$ cat src/rtl/edge_event_capture.sv
// rtl/edge_event_capture.sv - multi-channel synchronised edge detector with sticky status, irq and saturating counters
module edge_event_capture #(
    parameter int WIDTH       = 1,
    parameter int SYNC_STAGES = 2,
    parameter int COUNT_WIDTH = 8
) (
    input  logic                         clk,
    input  logic                         rst,
    input  logic [WIDTH-1:0]             signal_in,
    input  logic [2*WIDTH-1:0]           mode,
    input  logic [WIDTH-1:0]             irq_en,
    input  logic [WIDTH-1:0]             status_clear,
    input  logic [WIDTH-1:0]             count_clear,
    output logic [WIDTH-1:0]             sync_level,
    output logic [WIDTH-1:0]             edge_pulse,
    output logic [WIDTH-1:0]             status,
    output logic [WIDTH*COUNT_WIDTH-1:0] count,
    output logic                         irq
);

    localparam logic [2:0] SETTLE_CYCLES = 3'(SYNC_STAGES + 1);
    localparam logic [COUNT_WIDTH-1:0] COUNT_MAX = '1;

    logic [WIDTH-1:0]       sync_q [SYNC_STAGES];
    logic [WIDTH-1:0]       prev;
    logic [2:0]             settle_cnt;
    logic [COUNT_WIDTH-1:0] cnt [WIDTH];
    logic [WIDTH-1:0]       rise;
    logic [WIDTH-1:0]       fall;
    logic [WIDTH-1:0]       qual;
    logic                   settling;

    assign sync_level = sync_q[SYNC_STAGES-1];
    assign settling   = (settle_cnt != SETTLE_CYCLES);
    assign rise       = sync_level & ~prev;
    assign fall       = ~sync_level & prev;

    // Edges are ignored until the chain has flushed the pre-reset state.
    always_comb begin
        qual = '0;
        for (int i = 0; i < WIDTH; i++) begin
            qual[i] = ((rise[i] & mode[2*i]) | (fall[i] & mode[2*i+1])) & ~settling;
        end
    end

    always_ff @(posedge clk) begin
        if (rst) begin
            for (int k = 0; k < SYNC_STAGES; k++) begin
                sync_q[k] <= '0;
            end
            prev       <= '0;
            settle_cnt <= '0;
            edge_pulse <= '0;
            status     <= '0;
            for (int i = 0; i < WIDTH; i++) begin
                cnt[i] <= '0;
            end
        end else begin
            sync_q[0] <= signal_in;
            for (int k = 1; k < SYNC_STAGES; k++) begin
                sync_q[k] <= sync_q[k-1];
            end
            prev <= sync_level;
            if (settling) begin
                settle_cnt <= settle_cnt + 3'd1;
            end
            edge_pulse <= qual;
            for (int i = 0; i < WIDTH; i++) begin
                if (qual[i]) begin
                    status[i] <= 1'b1;
                end else if (status_clear[i]) begin
                    status[i] <= 1'b0;
                end
                // A clear coinciding with an event leaves that event counted.
                if (count_clear[i]) begin
                    cnt[i] <= qual[i] ? COUNT_WIDTH'(1) : '0;
                end else if (qual[i] && cnt[i] != COUNT_MAX) begin
                    cnt[i] <= cnt[i] + COUNT_WIDTH'(1);
                end
            end
        end
    end

    always_comb begin
        count = '0;
        for (int i = 0; i < WIDTH; i++) begin
            count[i*COUNT_WIDTH +: COUNT_WIDTH] = cnt[i];
        end
    end

    assign irq = |(status & irq_en);

endmodule

$ cat config.mk
export PLATFORM = sky130hd
export DESIGN_NAME = edge_event_capture
export DESIGN_NICKNAME = d
export VERILOG_FILES = /design/src/rtl/edge_event_capture.sv
export SDC_FILE = /design/constraint.sdc
export NUM_CORES = 1
export LEC_CHECK = 0
export BUFFER_PORTS_ARGS = -buffer_cell sky130_fd_sc_hd__buf_4
export CAP_MARGIN = 5
export CORE_MARGIN = 4
export CORE_UTILIZATION = 53
export DETAILED_ROUTE_END_ITERATION = 6
export PLACE_DENSITY = 0.82
export SETUP_SLACK_MARGIN = 0.4
export SLEW_MARGIN = 20
export SYNTH_ARGS = -nofsm -noshare
export SYNTH_HDL_FRONTEND = slang
export SYNTH_SLANG_ARGS = --single-unit
$ cat constraint.sdc
create_clock -name clk -period 3.5 [get_ports clk]
set_input_delay 0.525 -clock clk [delete_from_list [all_inputs] [get_ports clk]]
set_output_delay 0.525 -clock clk [all_outputs]
set_load 0.03 [all_outputs]
# Yosys cells after proc, flatten, opt, wreduce, memory -nomap -nowiden
# Memories as Yosys holds them, arrays and structs flattened.
# Index checks and enable logic that the tools add are counted.
# totals
reg_bits	6
ramBits	10
inputBits	8
out_inout_bits	12
elab_cells	45
n_memories	2
# op_classes
add_sub_neg	2
n_eq_ne	2
n_mux	19
bitwise_logic	12
reduce_logical	4
# memory_table
name	depth	word_bits	read_ports	rd_clocked_by_memory_dff	write_ports	line_no	source
cnt	1	8	1	0	1	27	logic [COUNT_WIDTH-1:0] cnt [WIDTH];
sync_q	2	1	2	0	2	24	logic [WIDTH-1:0] sync_q [SYNC_STAGES];
# op_table
operator	n
$mux 1	17
$mux 8	2
$reduce_or 8->1	2
$add 8x1->8 const B	1
$ne 8x8->1 const B	1
$and 1x1->1	6
$add 3x1->3 const B	1
$ne 3x2->1 const B	1
$not 1->1	3
$or 1x1->1	3
$reduce_bool 2->1	1
$logic_and 1x1->1	1

# Depth between registers and ports, before layout
# Gate-level depths: netlist of run 1.
# logic_depth
depth_word	12
ltp_mapped	5
ltp_nobuf	5

# Worst setup path before layout of run 1
# OpenSTA, ideal clock, no wires.
# synth_timing
kind	register to register
startpoint	register settle_cnt[0]
endpoint	memory cnt[0][0] (enable)
setup_ps	374
arrival_ps	1501
required_ps	3126
setup_slack_ps	1625
path_stages_with_launch	6
path_buffers	0
synth_period_minus_slack_ps	1875
path_cell_list	dfxtp_1 > ha_1 > ha_1 > and4b_1 > nor2_1 > o21ai_1
# synth_between
elab_chain_len	10
# synth_rtl
item	line_no	source
start: declaration	26	logic [2:0] settle_cnt;
start signal: assignment	65	settle_cnt <= settle_cnt + 3'd1;
$ne 3x2->1 *	34	assign settling = (settle_cnt != SETTLE_CYCLES);
$not 1->1 *	42	qual[i] = ((rise[i] & mode[2*i]) | (fall[i] & mode[2*i+1])) & ~settling;
$and 1x1->1 *	42	
$logic_and 1x1->1 *	77	end else if (qual[i] && cnt[i] != COUNT_MAX) begin
$mux 1 *	77	
$mux 1 *	75	if (count_clear[i]) begin
$mux 1 *	47	if (rst) begin
$mux 1 (not written as such) *	78	cnt[i] <= cnt[i] + COUNT_WIDTH'(1);
$reduce_or 8->1 (no line)	-	
$mux 1 (no line) *	-	
end: declaration	27	
# Mark *: on every way between the ends. The rest lies on a longest branch, timed or not.

# Final worst setup path of run 1
# layout_timing
startpoint	register settle_cnt[0]
endpoint	memory cnt[0][1] (enable)
# Same word-level chain as after synthesis.

==> summary.md, run 1 <==
| Metric | Value |
|---|---|
| Run status | `finished clean` |
| Number of input and output port buffers inserted | `19` |
| Sum Neg Setup Slack | `0 ns` |
| Maximum number of pins on one net before global-route repair | `12` |
| Number of global-route vias before repair | `547` |
| Category of the worst setup path capture point | `flip-flop` |
| TritonCTS buffer count | `3` |
| Share of the clock period used by the worst path after layout | `0.581` |
| Via Count | `just under 600` |
| Tightest Pin Transition | `about 0.62 ns` |
| Number of buffers inserted by hold repair at cts | `0` |
| Clock root cell | `sky130_fd_sc_hd__clkbuf_4` |
| Starting DRC count in detailed routing | `4` |
| Worst max-slew margin expressed relative to the limit | `0.585` |
| Routed wire length | `roughly 1400 µm` |
| HPWL after DPL | `about 1100 µm` |
| Path category of the worst min-delay check | `reg -> reg` |
| Peak clock frequency supported by timing | `491 MHz` |
| Post-synthesis cell count | `70` |
| Worst skew pair latency | `0.27 ns` |
| Max cap viols | `0` |
| Internal Power | `between 200 and 300 µW` |
| Total congestion overflow after global routing | `0` |
| Switching fraction of total power | `0.235` |
| Overall power consumption | `between 300 and 400 µW` |
| Combined area of the multi-input logic cells | `between 300 and 400 µm²` |
| Total number of yosys warnings | `0` |
| Critical-path maximum fanout | `8` |
| WP data arrival | `1.95 ns` |
| Hold violation count in the final report | `0` |
| Total setup buffers inserted after CTS | `0` |
| Non-filler cells in the finished layout | `~110` |
| Count of boundary I/O pins | `20` |
| Unique masters post-synth | `29` |
| Effective utilization at floorplan | `0.576` |
| Part of the total power dissipated in sequential elements | `0.567` |
| Cell area after synthesis | `roughly 760 µm²` |
| Fraction of the yosys area taken by sequential cells | `0.527` |
| Setup repair after global routing missed its margin | `false` |
| Sw power | `slightly above 90 µW` |
| Power density relative to cell area | `408 mW/mm²` |
| Growth of design area from synthesis to finish | `25.5%` |
| Start-to-end type of the worst setup path | `reg -> reg` |
| Reg area | `about 400 µm²` |
| Number of synthesized register bits | `16` |
| Average size of a mapped cell | `around 11 µm²` |
| Number of antenna violations at the first check in global routing | `0` |
| Final Hold Slack | `around 0.45 ns` |
| CTS clk-pin slew, worst paths | `approximately 0.080 ns` |
| Leakage | `0.000387 µW` |
| Full die area | `about 0.0021 mm²` |
| Clock tree from TritonCTS | `done` |
| Category of the worst setup path launch point | `flip-flop` |
| Fill cells | `about 110` |
| Max Root-Sink Buffers | `2` |
| Remaining routing DRC violations | `0` |
| Average wire per standard cell | `12.7 µm` |
| Worst-case clock skew | `0.000590 ns` |
| Global-route total usage across every layer | `0.155` |
| Number of clock sinks seen by CTS | `16` |
| Standard cell core area | `approximately 0.0013 mm²` |
| First-pass GRT wire length | `around 2300 µm` |
| Fraction of final layout cells with drive strength greater than 1 | `0.293` |
| Time the worst path needs with I/O delays and setup | `2.04 ns` |
| Portion of total power attributed to combinational logic | `0.138` |
| X dimension of the die | `between 40 and 50 µm` |
| Remaining number of nets flagged by the antenna check after routing | `0` |
| Drt via density | `~5.4` |
| Nets@finish | `about 100` |
| Overall die height | `~46 µm` |
| Antenna diode instance count | `0` |
| Synthesized net count | `roughly 80` |
| Clock network fraction of total power | `0.295` |
| Required arrival time at the worst endpoint | `roughly 3.4 ns` |
| Worst supply voltage drop on vdd | `about 0.31 mV` |
| Standard-cell row count | `13` |
| Post-cts resize count | `0` |
| Htree depth | `1` |
| Number of setup violations in the final report | `0` |
| # placed instances | `103` |
| Detailed-routing iteration count for the pre-antenna-repair pass | `4` |
| Number of slew-limit violations in the final report | `0` |
| Placer Congestion | `0.702` |
## sequential cells by signal, summed over array words and instances, names as in the netlist
signal,count
settle_cnt,3
sync_q,2
prev,1
cnt,8
edge_pulse,1
status,1
## synthesized netlist by cell type
cell	n	area, µm²
sky130_fd_sc_hd__inv_1	1	3.75
sky130_fd_sc_hd__o21ai_2	1	8.76
sky130_fd_sc_hd__a211oi_2	1	12.5
sky130_fd_sc_hd__dfxtp_1	8	160
sky130_fd_sc_hd__ha_1	3	37.5
sky130_fd_sc_hd__nor3_1	2	10.0
sky130_fd_sc_hd__nand2_1	2	7.51
sky130_fd_sc_hd__o41ai_2	1	16.3
sky130_fd_sc_hd__mux2i_1	1	10.0
sky130_fd_sc_hd__nor2b_1	4	25.0
sky130_fd_sc_hd__and2_1	1	6.26
sky130_fd_sc_hd__or3_1	2	12.5
sky130_fd_sc_hd__a21oi_1	4	20.0
sky130_fd_sc_hd__nand2b_1	1	6.26
sky130_fd_sc_hd__nand3_1	3	15.0
sky130_fd_sc_hd__clkbuf_1	1	3.75
sky130_fd_sc_hd__clkinv_1	1	3.75
sky130_fd_sc_hd__nor3_2	1	10.0
sky130_fd_sc_hd__a41oi_1	1	8.76
sky130_fd_sc_hd__and4b_1	3	30.0
sky130_fd_sc_hd__edfxtp_1	8	240
sky130_fd_sc_hd__o21ai_0	3	15.0
sky130_fd_sc_hd__and4_1	1	8.76
sky130_fd_sc_hd__nor2_1	9	33.8
sky130_fd_sc_hd__nor3b_1	1	7.51
sky130_fd_sc_hd__o21ai_1	1	5.00
sky130_fd_sc_hd__xnor2_1	1	8.76
sky130_fd_sc_hd__nand4_1	1	6.26
sky130_fd_sc_hd__xor2_1	3	26.3
## cell families (layout without fill, tap and decap cells)
family / count (synthesis) / in the layout / share of synthesized area
XOR/XNOR: 4 / 4 / 0.0461
adder cells (fa/ha/maj): 3 / 3 / 0.0494
AO/OA/AOI/OAI: 12 / 12 / 0.114
AND/OR/NAND/NOR: 31 / 31 / 0.236
multiplexers: 1 / 1 / 0.0132
buffers and inverters: 3 / 25 / 0.0148
flip-flops: 16 / 16 / 0.527
## area by class of cell
| class | instances | area share |
|---|---|---|
| clock buffer | 4 | 0.0381 |
| inverter | 2 | 0.00787 |
| tap | 15 | 0.0197 |
| timing repair buffer | 19 | 0.150 |
| multi-input combinational | 51 | 0.365 |
| sequential | 16 | 0.420 |
## path summary, 6_finish.rpt
kind                                   start                       to  slack (ns)  cells after the start
hold reg to reg      sync_q[0][0]$_SDFF_PP0_  sync_q[0][1]$_SDFF_PP0_        0.45                      1
hold / removal       sync_q[0][0]$_SDFF_PP0_  sync_q[0][1]$_SDFF_PP0_        0.45                      1
setup reg to reg  settle_cnt[0]$_SDFFE_PP0P_  cnt[0][1]$_SDFFCE_PN0P_        1.46                      5
setup / recovery  settle_cnt[0]$_SDFFE_PP0P_  cnt[0][1]$_SDFFCE_PN0P_        1.46                      5
## placed cells by master, fill, tap and decap left out, types with 2 or more instances in the layout
master / Yosys / final
sky130_fd_sc_hd__ha_1: 3 / 3
sky130_fd_sc_hd__nor3_1: 2 / 2
sky130_fd_sc_hd__o21ai_0: 3 / 3
sky130_fd_sc_hd__nand3_1: 3 / 3
sky130_fd_sc_hd__nor2b_1: 4 / 4
sky130_fd_sc_hd__dfxtp_1: 8 / 8
sky130_fd_sc_hd__edfxtp_1: 8 / 8
sky130_fd_sc_hd__nand2_1: 2 / 2
sky130_fd_sc_hd__clkbuf_4: 0 / 3
sky130_fd_sc_hd__xor2_1: 3 / 3
sky130_fd_sc_hd__buf_4: 0 / 19
sky130_fd_sc_hd__or3_1: 2 / 2
sky130_fd_sc_hd__nor2_1: 9 / 9
sky130_fd_sc_hd__and4b_1: 3 / 3
sky130_fd_sc_hd__a21oi_1: 4 / 4
## routing by layer
metal / vias up / share of wire / global-route usage
li1: 302 / - / -
met3: 4 / 0.054 / 0.0237
met5: - / 0 / 0
met1: 261 / 0.44 / 0.190
met4: 0 / 0.015 / 0.0852
met2: 15 / 0.49 / 0.255
## critical path: stages, from the launching register on
cell and delay (ns):
sky130_fd_sc_hd__dfxtp_1 0.36, sky130_fd_sc_hd__ha_1 0.15, sky130_fd_sc_hd__ha_1 0.26, sky130_fd_sc_hd__and4b_1 0.28, sky130_fd_sc_hd__nor2_1 0.11, sky130_fd_sc_hd__o21ai_1 0.52
## per-stage QoR
step	worst slack (ns)	instance area (µm²)	utilization
after floorplan	1.62	759	-
after global placement	1.48	917	0.696
after detailed placement	1.45	917	0.696
after CTS	1.43	953	0.724
after global routing	1.27	953	0.724
final	1.46	953	0.724
## power by group through the flow
stage                     clock network (µW)  logic, µW  registers (µW)
final                                    115       53.7             220
after global routing                     127       60.9             223
after CTS                                117       54.7             221
after detailed placement                   0       54.6             225
after global placement                     0       53.3             224
after floorplan                            0       27.3             232
Note: power is estimated with default switching activity, not from simulation.
==> inputs of run 2 (changes only) <==
--- a/config.mk
+++ b/config.mk
@@ -8,9 +8,9 @@
 export BUFFER_PORTS_ARGS = -buffer_cell sky130_fd_sc_hd__buf_4
 export CAP_MARGIN = 5
 export CORE_MARGIN = 4
-export CORE_UTILIZATION = 53
+export CORE_UTILIZATION = 49
 export DETAILED_ROUTE_END_ITERATION = 6
-export PLACE_DENSITY = 0.82
+export PLACE_DENSITY = 0.77
 export SETUP_SLACK_MARGIN = 0.4
 export SLEW_MARGIN = 20
 export SYNTH_ARGS = -nofsm -noshare
==> constraint.sdc (replaced) <==
create_clock -name clk -period 2 [get_ports clk]
set_input_delay 0.3 -clock clk [delete_from_list [all_inputs] [get_ports clk]]
set_output_delay 0.3 -clock clk [all_outputs]
set_load 0.03 [all_outputs]
==> run 2 against run 1 <==
Effect of this change:
- register-to-register slack worse by 1.1 ns
- core utilization up 3.6 points
- highest routed layer unchanged
- power rose by 81%
- clock-buffer cell count did not move
- critical path depth is the same
- global-route usage up 2.7 points
- cell count rose by 3.7%
- non-clock buffer count grew 4
==> summary.md, run 2 (synthesized netlist as in run 1, its figures left out) <==
| Metric | Value |
|---|---|
| Path category of the worst min-delay check | `in -> reg` |
| CTS clk-pin slew, worst paths | `0.09 ns (about the same)` |
| X dimension of the die | `47.4 µm (+3.3%)` |
| Time the worst path needs with I/O delays and setup | `1.59 ns (-0.441 ns)` |
| Count of boundary I/O pins | `20 (unchanged)` |
| Start-to-end type of the worst setup path | `reg -> reg` |
| Most frequent cells in the layout | `sky130_fd_sc_hd__buf_4 (23), sky130_fd_sc_hd__nor2_1 (8), sky130_fd_sc_hd__edfxtp_1 (8), sky130_fd_sc_hd__dfxtp_1 (6)` |
| Number of global-route vias before repair | `595 (+8.8%)` |
| CP peak stage delay | `0.37 ns (-0.15 ns)` |
| Total congestion overflow after global routing | `0 (unchanged)` |
| Number of buffers inserted by hold repair at cts | `0 (unchanged)` |
| HPWL after DPL | `1130 µm (+2.7%)` |
| Family of cells with the greatest summed delay on the critical path | `flip-flops` |
| Worst-case clock skew | `0.0186 ns (+0.0180 ns)` |
| First-pass GRT wire length | `2730 µm (+18%)` |
| Worst R2R Setup Slack | `0.41 ns (-1.06 ns)` |
| Number of slew-limit violations in the final report | `0 (unchanged)` |
| Standard cell core area | `0.00138 mm² (+4.9%)` |
| Effective utilization at floorplan | `0.549 (-0.0271)` |
| Remaining number of nets flagged by the antenna check after routing | `0 (unchanged)` |
| Remaining routing DRC violations | `0 (unchanged)` |
| Worst max-slew margin expressed relative to the limit | `0.756 (+0.172)` |
| Max reg flops | `8 (unchanged)` |
| Fraction of final layout cells with drive strength greater than 1 | `0.417 (+0.123)` |
| Maximum number of pins on one net before global-route repair | `12 (unchanged)` |
| Full die area | `0.00224 mm² (+6.7%)` |
| Detailed-routing iteration count for the pre-antenna-repair pass | `4 (unchanged)` |
| Register with the most flip-flops | `cnt` |
| Most common cell after layout, fill and taps aside | `sky130_fd_sc_hd__buf_4` |
| Worst supply voltage drop on vdd | `0.529 mV (+70%)` |
| Placer Congestion | `0.776 (+11%)` |
| Critical path's most frequent cell | `sky130_fd_sc_hd__ha_4` |
| Run status | `finished clean` |
| Global-route total usage across every layer | `0.182 (+0.0268)` |
| Overall die height | `47.4 µm (+3.3%)` |
| Average wire per standard cell | `15.1 µm (+19%)` |
| Slowest cell on crit path | `sky130_fd_sc_hd__dfxtp_2` |
| Category of the worst setup path capture point | `flip-flop` |
| Critical-path maximum fanout | `8 (unchanged)` |
| Leakage | `0.000420 µW (+8.5%)` |
| Peak clock frequency supported by timing | `627 MHz (+28%)` |
| TritonCTS buffer count | `3 (unchanged)` |
| Tightest Pin Transition | `0.364 ns (-0.255 ns)` |
| Nets@finish | `108 (+3.8%)` |
| Sum Neg Setup Slack | `0 ns (unchanged)` |
| Pre-CTS setup slack | `0.286 ns (-1.16 ns)` |
| Number of setup violations in the final report | `0 (unchanged)` |
| Worst skew pair latency | `0.30 ns (+0.03 ns)` |
| Worst-case setup margin in the final layout | `0.406 ns (-1.06 ns)` |
| Hold violation count in the final report | `0 (unchanged)` |
| Starting DRC count in detailed routing | `10 (+6)` |
| Standard-cell row count | `13 (unchanged)` |
| Routed wire length | `1680 µm (+23%)` |
| Power density relative to cell area | `672 mW/mm² (+65%)` |
| Max cap viols | `0 (unchanged)` |
| WP data arrival | `1.56 ns (-0.39 ns)` |
| Number of clock sinks seen by CTS | `16 (unchanged)` |
| Setup repair after global routing missed its margin | `true` |
| Antenna diode instance count | `0 (unchanged)` |
| Number of antenna violations at the first check in global routing | `0 (unchanged)` |
| Number of input and output port buffers inserted | `19 (unchanged)` |
| Cells along the critical path | `ha_4, ha_4, and4b_2, nor2_4, o21ai_4` |
| Required arrival time at the worst endpoint | `1.96 ns (-1.46 ns)` |
| Category of the worst setup path launch point | `flip-flop` |
| Worst path buffer plus inverter count | `0 (unchanged)` |
| Max Root-Sink Buffers | `2 (unchanged)` |
| Clock tree from TritonCTS | `done` |
| Via Count | `628 (+7.9%)` |
| Drt via density | `5.66 (+4.0%)` |
| Htree depth | `1 (unchanged)` |
| Growth of design area from synthesis to finish | `38.2%` |
| Clock root cell | `sky130_fd_sc_hd__clkbuf_4` |
| Top flop regs | `cnt (8), settle_cnt (3), sync_q (2)` |
| Share of the clock period used by the worst path after layout | `0.797 (+0.216)` |
[run 2: changes by cell type in the layout (fill, tap and decap cells not counted), sizes merged]
cell and delta:
buf +4
[run 2: per-stage QoR]
stage	power, µW	utilization	cell area, µm²	hold WS, ns	std cells
2_1_floorplan	458	-	796	0.414	70
3_3_place_gp	492	0.695	961	0.422	104
3_5_place_dp	494	0.695	961	0.431	104
4_1_cts	691	0.748	1030	0.232	110
5_1_grt	740	0.759	1050	0.260	111
6_report	705	0.759	1050	0.233	111
[run 2: routing by layer]
| metal | GRT usage | wire length, µm | vias to the layer above | part of all wire |
|---|---|---|---|---|
| met3 | 0.0460 | 80 | 2 | 0.048 |
| met1 | 0.232 | 812 | 296 | 0.48 |
| met2 | 0.294 | 770 | 17 | 0.46 |
| li1 | - | - | 313 | - |
| met5 | 0 | 0 | - | 0 |
| met4 | 0.0663 | 13 | 0 | 0.0078 |
[run 2: report_power, final]
| group | internal, µW | switching (µW) | leakage (µW) |
|---|---|---|---|
| Sequential | 368 | 23.6 | 0.000155 |
| Clock | 77.5 | 109 | 0.0000150 |
| Combinational | 63.8 | 62.8 | 0.000250 |
| Total | 510 | 196 | 0.000420 |
[run 2: worst paths after layout]
kind | startpoint | to | cells past startpoint
setup / recovery | settle_cnt[0]$_SDFFE_PP0P_ | cnt[0][4]$_SDFFCE_PN0P_ | 5
hold / removal | signal_in | sync_q[0][0]$_SDFF_PP0_ | 2
setup reg to reg | settle_cnt[0]$_SDFFE_PP0P_ | cnt[0][4]$_SDFFCE_PN0P_ | 5
hold reg to reg | sync_q[0][0]$_SDFF_PP0_ | sync_q[0][1]$_SDFF_PP0_ | 1
[run 2: area by class of cell]
| type | instances | area [µm²] |
|---|---|---|
| inverters | 2 | 8.76 |
| clock buffers | 4 | 26.3 |
| multi-input cells | 51 | 420 |
| flip-flops and latches | 16 | 403 |
| fillers | 97 | 333 |
| repair buffers | 23 | 173 |
| well taps | 15 | 18.8 |
[run 2: what timing repair did]
item,in CTS,in global routing
endpoints found under the hold margin,0,0
pin swaps,5,5
buffers inserted,2,1
setup endpoints to repair,16,16
gates resized for setup,8,1
[run 2: worst reg2reg max path: cells and delay by family (launching register included)]
family                     cells  cell delay, ns
and+or+nand+nor                2            0.37
adders and majority gates      2            0.27
DFF                            1            0.37
AOI/OAI and AO/OA              1            0.27
